`src/rtl/instruction_fetch_controller.sv`:
```
// Instruction fetch controller: owns the PC, reads the instruction ROM and
// buffers fetched words in an in-order queue presented to decode via valid/ready.
module instruction_fetch_controller #(
  parameter logic [31:0] RESET_PC    = 32'h0040_0000,
  parameter int unsigned TEXT_WORDS  = 18,
  parameter int unsigned QUEUE_DEPTH = 2
) (
  input  logic        clk,
  input  logic        rst_n,
  input  logic        enable,
  input  logic        redirect_valid,
  input  logic [31:0] redirect_pc,
  output logic [31:0] imem_read_address,
  input  logic [31:0] imem_instruction,
  output logic        inst_valid,
  input  logic        inst_ready,
  output logic [31:0] inst_data,
  output logic [31:0] inst_pc,
  output logic        fault,
  output logic [31:0] fault_pc
);

  localparam int unsigned   CW         = $clog2(QUEUE_DEPTH + 1);
  localparam int unsigned   AW         = (QUEUE_DEPTH > 1) ? $clog2(QUEUE_DEPTH) : 1;
  localparam logic [31:0]   TEXT_END   = RESET_PC + 32'(4 * TEXT_WORDS);
  localparam logic [31:0]   IDLE_ADDR  = RESET_PC - 32'd4;
  localparam logic [CW-1:0] FULL_COUNT = CW'(QUEUE_DEPTH);

  typedef enum logic [1:0] {S_IDLE, S_FETCH, S_STALL, S_FAULT} state_t;

  typedef struct packed {
    logic [31:0] pc;
    logic [31:0] data;
  } entry_t;

  state_t        state;
  state_t        state_next;
  logic [31:0]   pc;
  logic [31:0]   pc_next;
  logic [CW-1:0] count;
  logic [CW-1:0] count_next;
  logic [CW-1:0] wr_slot;
  entry_t        queue      [QUEUE_DEPTH];
  entry_t        queue_next [QUEUE_DEPTH];
  logic          push;
  logic          pop;
  logic          flush;
  logic          full;
  logic          room;
  logic          in_range;
  logic          misaligned;
  logic          fault_set;
  logic          fault_clr;
  logic [31:0]   fault_addr;

  assign full       = (count == FULL_COUNT);
  assign pop        = (count != '0) && inst_ready;
  assign room       = !full || pop;
  assign in_range   = (pc >= RESET_PC) && (pc < TEXT_END);
  assign misaligned = (redirect_pc[1:0] != 2'b00);

  // State register
  always_ff @(posedge clk) begin
    if (!rst_n) begin
      state <= S_IDLE;
    end else begin
      state <= state_next;
    end
  end

  // Next-state logic; a redirect overrides enable and all normal sequencing
  always_comb begin
    state_next = state;
    if (redirect_valid) begin
      if (misaligned) begin
        state_next = S_FAULT;
      end else if (state != S_IDLE) begin
        state_next = S_FETCH;
      end
    end else if (enable) begin
      case (state)
        S_IDLE:  state_next = S_FETCH;
        S_FETCH: begin
          if (!in_range) begin
            state_next = S_FAULT;
          end else if (!room) begin
            state_next = S_STALL;
          end
        end
        S_STALL: begin
          if (!full) begin
            state_next = S_FETCH;
          end
        end
        default: state_next = state;
      endcase
    end
  end

  // Control outputs of the FSM: push, flush, PC update and fault capture
  always_comb begin
    push       = 1'b0;
    flush      = 1'b0;
    pc_next    = pc;
    fault_set  = 1'b0;
    fault_clr  = 1'b0;
    fault_addr = pc;
    if (redirect_valid) begin
      flush   = 1'b1;
      pc_next = redirect_pc;
      if (misaligned) begin
        fault_set  = 1'b1;
        fault_addr = redirect_pc;
      end else begin
        fault_clr = 1'b1;
      end
    end else if (enable && (state == S_FETCH)) begin
      if (!in_range) begin
        fault_set = 1'b1;
      end else if (room) begin
        push    = 1'b1;
        pc_next = pc + 32'd4;
      end
    end
  end

  // Queue occupancy; a flush wins over any same-cycle pop
  always_comb begin
    count_next = count;
    if (flush) begin
      count_next = '0;
    end else if (push && !pop) begin
      count_next = count + CW'(1);
    end else if (!push && pop) begin
      count_next = count - CW'(1);
    end
  end

  // Shift-down queue: entry 0 is always the head seen by decode
  always_comb begin
    wr_slot = pop ? (count - CW'(1)) : count;
    for (int i = 0; i < QUEUE_DEPTH; i++) begin
      queue_next[i] = queue[i];
    end
    if (pop) begin
      for (int i = 0; i < QUEUE_DEPTH - 1; i++) begin
        queue_next[i] = queue[i + 1];
      end
    end
    if (push) begin
      queue_next[AW'(wr_slot)] = '{pc: pc, data: imem_instruction};
    end
  end

  always_ff @(posedge clk) begin
    if (!rst_n) begin
      pc                <= RESET_PC;
      count             <= '0;
      inst_valid        <= 1'b0;
      fault             <= 1'b0;
      fault_pc          <= '0;
      imem_read_address <= IDLE_ADDR;
      for (int i = 0; i < QUEUE_DEPTH; i++) begin
        queue[i] <= '0;
      end
    end else begin
      pc                <= pc_next;
      count             <= count_next;
      inst_valid        <= (count_next != '0);
      imem_read_address <= (state_next == S_IDLE) ? IDLE_ADDR : pc_next;
      if (fault_set) begin
        fault    <= 1'b1;
        fault_pc <= fault_addr;
      end else if (fault_clr) begin
        fault <= 1'b0;
      end
      for (int i = 0; i < QUEUE_DEPTH; i++) begin
        queue[i] <= queue_next[i];
      end
    end
  end

  assign inst_data = queue[0].data;
  assign inst_pc   = queue[0].pc;

endmodule

```
`config.mk`:
```
export PLATFORM = sky130hd
export DESIGN_NAME = instruction_fetch_controller
export DESIGN_NICKNAME = d
export VERILOG_FILES = /design/src/rtl/instruction_fetch_controller.sv
export SDC_FILE = /design/constraint.sdc
export NUM_CORES = 1
export LEC_CHECK = 0
export CORE_MARGIN = 2
export CORE_UTILIZATION = 55
export DETAILED_ROUTE_END_ITERATION = 6
export PLACE_DENSITY = 0.89
export SLEW_MARGIN = 25
export SYNTH_ARGS = -nofsm -noshare
export SYNTH_HDL_FRONTEND = slang
export SYNTH_SLANG_ARGS = --single-unit
```
`constraint.sdc`:
```
create_clock -name clk -period 7 [get_ports clk]
set_clock_uncertainty 0.15 [all_clocks]
set_input_delay 0.7 -clock clk [delete_from_list [all_inputs] [get_ports clk]]
set_output_delay 0.7 -clock clk [all_outputs]
set_load 0.01 [all_outputs]
```
==> metrics.md <==
| Metric | Value |
|---|---|
| Period utilization | between 40% and 50% |
| CTS sink cnt | 230 |
| Final nets | 1234 |
| Slew Viols, Final | 0 |
| Post-DRT Antenna Nets | 0 |
| Hold path cells | 2 |
| Drc violations | 0 |
| Peak supply drop | about 0.00017 V |
| Hold EP | queue[0][59]$_SDFF_PN0_ |
| Final wirelength | 23000 um |
| Share of cells above drive strength 1 | 5.10% |
| Status | completed |
| CP max FO | 61 |
| I/O pin count | 199 |
| Sequential fraction of the synthesis area | between 40% and 50% |
| Synth top area cells | dfxtp_1 (48%), mux2i_1 (14%), nand2_1 (12%), buf_4 (5.2%), o211a_1 (3.6%) |
| Primary FF master, synth | dfxtp_1 |
| Setup Viol. Count Final | 0 |
| Xor/xnor share of the synthesized area | 0.455% |
| Clk_lat worst skew | 510 ps |
| Routed wire per std cell | approximately 16 um |
| Remaining Overflow, GRT | 0 |
| Synth Area in Adders | less than 1% |
| WP data arrival | ~3300 ps |
| Min-delay worst type | reg2reg |
| Max clock buf depth | 3 |
| Flop2flop setup slack | 3950 ps |
| Setup tns final | 0 ps |
| Initial Utilization | 56.0% |
| Fmax | 0.327 GHz |
| Number of flops mapped to enable cells by yosys | 0 |
| Die X | 136 um |
| CTS Buf Count | 24 |
| Initial DRC Count | 510 |
| Simple-gate share of the synthesized area | 18.9% |
| Worst Hold Slack | 297 ps |
| Root buffer cell | clkbuf_16 |
| Max_slew headroom | 33.9% |
| First-pass GRT wire length | 36000 um |
| Critical Path End Type | flop |
| Tot Pwr | 3.01 mW |
| Reg2reg start | pc[23]$_SDFF_PN0_ |
| TritonCTS clock tree | built |
| Finished Cell Area | about 12000 um2 |
| Pre-antenna DRT Iters | 5 |
| Worst Tran Pin Value | around 990 ps |
| Largest family of logic cells by synthesized area | simple AND/OR/NAND/NOR gates |
| Fillers | 1319 |
| Row count | 48 |
| Utilization after layout | 69.7% |
| Placer Congestion | 0.870 |
| Core ar. | 17200 um2 |
| Leak | 5.55 nW |
| Max-cap violations | 0 |
| CP Class | reg2reg |
| Die height | approximately 140 um |
| Final Hold Fails | 0 |
| Count of input and output buffers | 198 |
| Async SR Flop Fraction | 0% |
| Post-cts repair resize count | 0 |
| Mapped Area | 9620 um2 |
| Clk pin slew, worst setup/hold paths | 60 ps |
| Area growth syn-to-layout | 24.4% |
| Syn avg cell area | about 9 um2 |
| Yosys cell types | 48 |
| H-tree Lvls | 1 |
| Crit path time final | just over 3000 ps |
| Post-synthesis mux area share | 14.0% |
| Synthesized flop and latch total | 230 |
| Syn_nets | 1141 |
| WP data required | between 7000 and 8000 ps |
| Hold_buf cts | 0 |
| GRT Total Usage | between 20% and 30% |
| Yosys top cell area share | 47.9% |
| Area after DPL | 11100 um2 |
| Cells after synthesis | ~1100 |
| DP Wirelength | roughly 15000 um |
| RSZ-0062 raised after global routing | no |
| Crit start category | flop |
| Warnings from Yosys | 0 |
| Vias in the first global route | 7329 |
| FF-to-FF path depth | 6 |
| Postcts setup bufs | 0 |
| Largest net degree at the start of global routing | 119 |
| PwrDens | 252 nW/um2 |
| Initial antenna violation count | 0 |
| Antenna Cells | 0 |
| Via count | between 7000 and 8000 |
| Compound-Gate Fraction of Synth Area | 9.14% |
| Die area | 18600 um2 |
| Synth area leader | dfxtp_1 |
| Via density | 5.37 |
## stage by stage
stage | std cells | setup slack (ps)
detailed placement | 1360 | 3450
floorplan | 1068 | 4630
global route | 1401 | 3750
global placement | 1360 | 3460
finish | 1401 | 3950
CTS | 1401 | 3960
## worst max path at each step
stage,startpoint,end,cells after the start
floorplan,count[0]$_SDFF_PN0_,flop,10
CTS,pc[23]$_SDFF_PN0_,flop,6
global route,redirect_valid,imem_read_address[2]$_SDFF_PP1_,6
global placement,redirect_valid,imem_read_address[2]$_SDFF_PP1_,6
detailed placement,redirect_valid,imem_read_address[2]$_SDFF_PP1_,6
finish,pc[23]$_SDFF_PN0_,flop,6
## cells by family after synthesis
logic type,Yosys count
and+or+nand+nor,422
DFF,230
AOI/OAI and AO/OA,125
adders and majority gates,4
buffers and inverters,148
xor gates and xnor gates,5
muxes,134
## power by group
| part | internal, mW | switching [mW] |
|---|---|---|
| sequential | 1.36 | 0.0301 |
| combinational | 0.151 | 0.143 |
| clock | 0.827 | 0.500 |
## worst max-delay path, stage by stage (launching register included)
cell and delay, ps:
dfxtp_1 330, nor4_1 400, and4_1 600, nand3_4 190, or3_2 510, buf_4 410
and3_1 320
## cell usage after synthesis, types with 8 or more instances
| library cell | n |
|---|---|
| buf_4 | 67 |
| buf_1 | 8 |
| clkbuf_1 | 50 |
| and3_1 | 26 |
| nor2_1 | 20 |
| mux2i_1 | 132 |
| inv_1 | 8 |
| a21oi_1 | 30 |
| o211a_1 | 35 |
| nand2_1 | 312 |
| buf_6 | 8 |
| dfxtp_1 | 230 |
| o21ai_0 | 36 |
| nor2b_1 | 29 |
## cell usage in the layout, fill, tap and decap left out, types with 4 or more instances in the layout
master           Yosys  routed
clkbuf_1            50       4
nor2_1              20      20
xnor2_1              5       5
o21ai_0             36      36
dfxtp_1            230     230
nor3_1               5       5
and3_1              26      26
clkinv_2             0       4
bufinv_16            0       4
clkdlybuf4s50_1      0     196
nor4_1               4       4
nand2b_1             6       5
a21oi_1             30      30
buf_4               67       8
o211a_1             35      35
mux2i_1            132     132
ha_1                 4       4
nor2b_1             29      28
inv_1                8       8
clkbuf_16            0      25
nand2_1            312     312
## area by class of cell
cell class / instances / area, um2 / share of cell area (%)
Clock inverter: 9 / 148 / 1.23
Timing Repair Buffer: 207 / 2050 / 17.1
Tap cell: 225 / 282 / 2.35
Clock buffer: 32 / 682 / 5.70
Sequential cell: 230 / 4600 / 38.5
Multi-Input combinational cell: 690 / 4170 / 34.9
Inverter: 8 / 30.0 / 0.251
## metal layers
layer  track usage [%]  up-vias  wire length, um
li1                  -     3672                -
met1              29.2     3552             9570
met4              7.12        0              473
met2              41.7      257            11100
met3              6.79       37             1880
met5                 0        -                0
(Power assumes the default switching activity.)
==> variant (same flow settings) <==
The 4 states of `state_t` get a Gray code encoding in 2 bits.
--- a/src/rtl/instruction_fetch_controller.sv
+++ b/src/rtl/instruction_fetch_controller.sv
@@ -26,7 +26,7 @@
   localparam logic [31:0]   IDLE_ADDR  = RESET_PC - 32'd4;
   localparam logic [CW-1:0] FULL_COUNT = CW'(QUEUE_DEPTH);
 
-  typedef enum logic [1:0] {S_IDLE, S_FETCH, S_STALL, S_FAULT} state_t;
+  typedef enum logic [1:0] {S_IDLE = 2'b00, S_FETCH = 2'b01, S_STALL = 2'b11, S_FAULT = 2'b10} state_t;
 
   typedef struct packed {
     logic [31:0] pc;
Behaviour: no difference found for any inputs over 4 cycles, from zero or initial values and one cycle with rst_n low; so few cycles prove little.
==> variant against the unedited design <==
- clock power shrank 9.8%
- setup slack worse by 0.80 ns
- worst hold slack hardly changed
- total power decreased by 4.2%
- cell area grew 0.48%
- sequential cell count is the same
- synthesized area is 1.7% higher
- die area up 1.6%
- routed wire length up 1.6%
- largest cell class unchanged
- largest power group unchanged
==> variant: results (changes against the unedited design) <==
| Metric | Value |
|---|---|
| Status | `complete, no violations (unchanged)` |
| Synth Area in Compound Gates | `0.132 (was 0.0914)` |
| Number of global-route vias before repair | `7105 (was 7329)` |
| WL per Instance | `17.7 microns (was 16.4 microns)` |
| Placed cell area | `11300 sq um (was 11100 sq um)` |
| Placer's final routability congestion estimate | `0.792 (was 0.870)` |
| Synth Net Count | `1062 (was 1141)` |
| Synth cell types | `53 (was 48)` |
| Crit path arrival time | `4.06 ns (was 3.30 ns)` |
| Number of fillers in the final layout | `1291 (was 1319)` |
| Share of layout cells above drive strength 1 | `0.128 (was 0.0510)` |
| Post-Place Cells | `1277 (was 1360)` |
| Wirelength, routed | `23300 microns (was 23000 microns)` |
| VDD IR max | `0.187 mV (was 0.174 mV)` |
| Post-Synth XOR/XNOR Area | `0.00358 (was 0.00455)` |
| Initial antenna violation count | `1 (was 0)` |
| Max frequency | `0.260 GHz (was 0.327 GHz)` |
| Largest net degree at the start of global routing | `112 (was 119)` |
| CTS Buf Count | `23 (was 24)` |
| DPL Wire Length | `14200 microns (was 14700 microns)` |
| R2R depth | `9 (was 6)` |
| Dpl ws | `2.80 ns (was 3.45 ns)` |
| Worst Path Max Fanout | `69 (was 61)` |
| FF-to-FF Start | `count[0] (was pc[23])` |
| Via/cell ratio | `5.54 (was 5.37)` |
| Synth Area in Adders | `0.00512 (was 0.00520)` |
| Hold WC Path Type | `flop to flop (unchanged)` |
| Gr usage total | `0.238 (was 0.241)` |
| Worst Tran Pin Value | `1.04 ns (was 0.991 ns)` |
| Register area share after synthesis | `0.471 (was 0.479)` |
| Ys flop type | `dfxtp_1 (unchanged)` |
| Slowest stage delay, CP | `0.84 ns (was 0.60 ns)` |
| First-pass GRT wire length | `36000 microns (about the same)` |
| Largest family of logic cells by synthesized area | `simple AND/OR/NAND/NOR gates (unchanged)` |
| Number of port buffers | `198 (unchanged)` |
| Mean Syn Cell Area | `9.89 sq um (was 9.01 sq um)` |
| Longest Clk Path Bufs | `3 (unchanged)` |
| Setup slack, reg-to-reg | `3.15 ns (was 3.95 ns)` |
| Multiplexer share of the synthesized area | `0.136 (was 0.140)` |
| DRT iter0 DRCs | `577 (was 510)` |
| Synth area leaders | `dfxtp_1 47%, mux2i_1 14%, a211oi_2 9.0% (was dfxtp_1 48%, mux2i_1 14%, nand2_1 12%)` |
| Leakage | `0.00502 uW (was 0.00555 uW)` |
| Slowest-stage cell, CP | `nand2b_4 (was and4_1)` |
[variant: layout make-up]
type	count	area, sq um	area share
Sequential cell	230	4600	0.383
Multi-Input combinational cell	609	4320	0.359
Timing Repair Buffer	207	2050	0.171
Clock buffer	31	646	0.0537
Tap cell	225	282	0.0234
Clock inverter	11	90.1	0.00749
Inverter	7	28.8	0.00239
[variant: critical path: cells and delay by family (launching register included)]
| family | cells | cell delay (ns) |
|---|---|---|
| compound gates | 2 | 0.37 |
| fa+ha+maj | 1 | 0.27 |
| buf+inv | 3 | 1.01 |
| flops | 1 | 0.30 |
| simple gates | 3 | 1.52 |
[variant: report_power, final]
part / switching, uW / internal (uW) / leakage [uW]
logic: 154 / 147 / 0.00277
registers: 29.1 / 1350 / 0.00187
clock network: 512 / 687 / 0.000368
total: 695 / 2190 / 0.00502
[variant: kinds of logic after synthesis]
logic type | Yosys count
AOI/OAI and AO/OA | 134
xor gates and xnor gates | 4
adders and majority gates | 4
buffers and inverters | 150
DFF | 230
muxes | 133
and+or+nand+nor | 334
[variant: worst min-delay path by stage]
stage,to,cells past startpoint,slack (ns),startpoint
3_5_place_dp,queue[0][57],2,0.29,flop
2_1_floorplan,flop,2,0.28,flop
5_1_grt,queue[0][44],2,0.31,flop
4_1_cts,queue[0][57],2,0.30,flop
3_3_place_gp,flop,2,0.28,flop
6_report,queue[0][44],2,0.30,flop
[variant: layer usage]
metal / vias up / GRT usage / share of wire
li1: 3541 / - / -
met1: 3480 / 0.289 / 0.41
met5: - / 0 / 0.00034
met4: 2 / 0.0733 / 0.030
met2: 234 / 0.410 / 0.48
met3: 51 / 0.0648 / 0.072
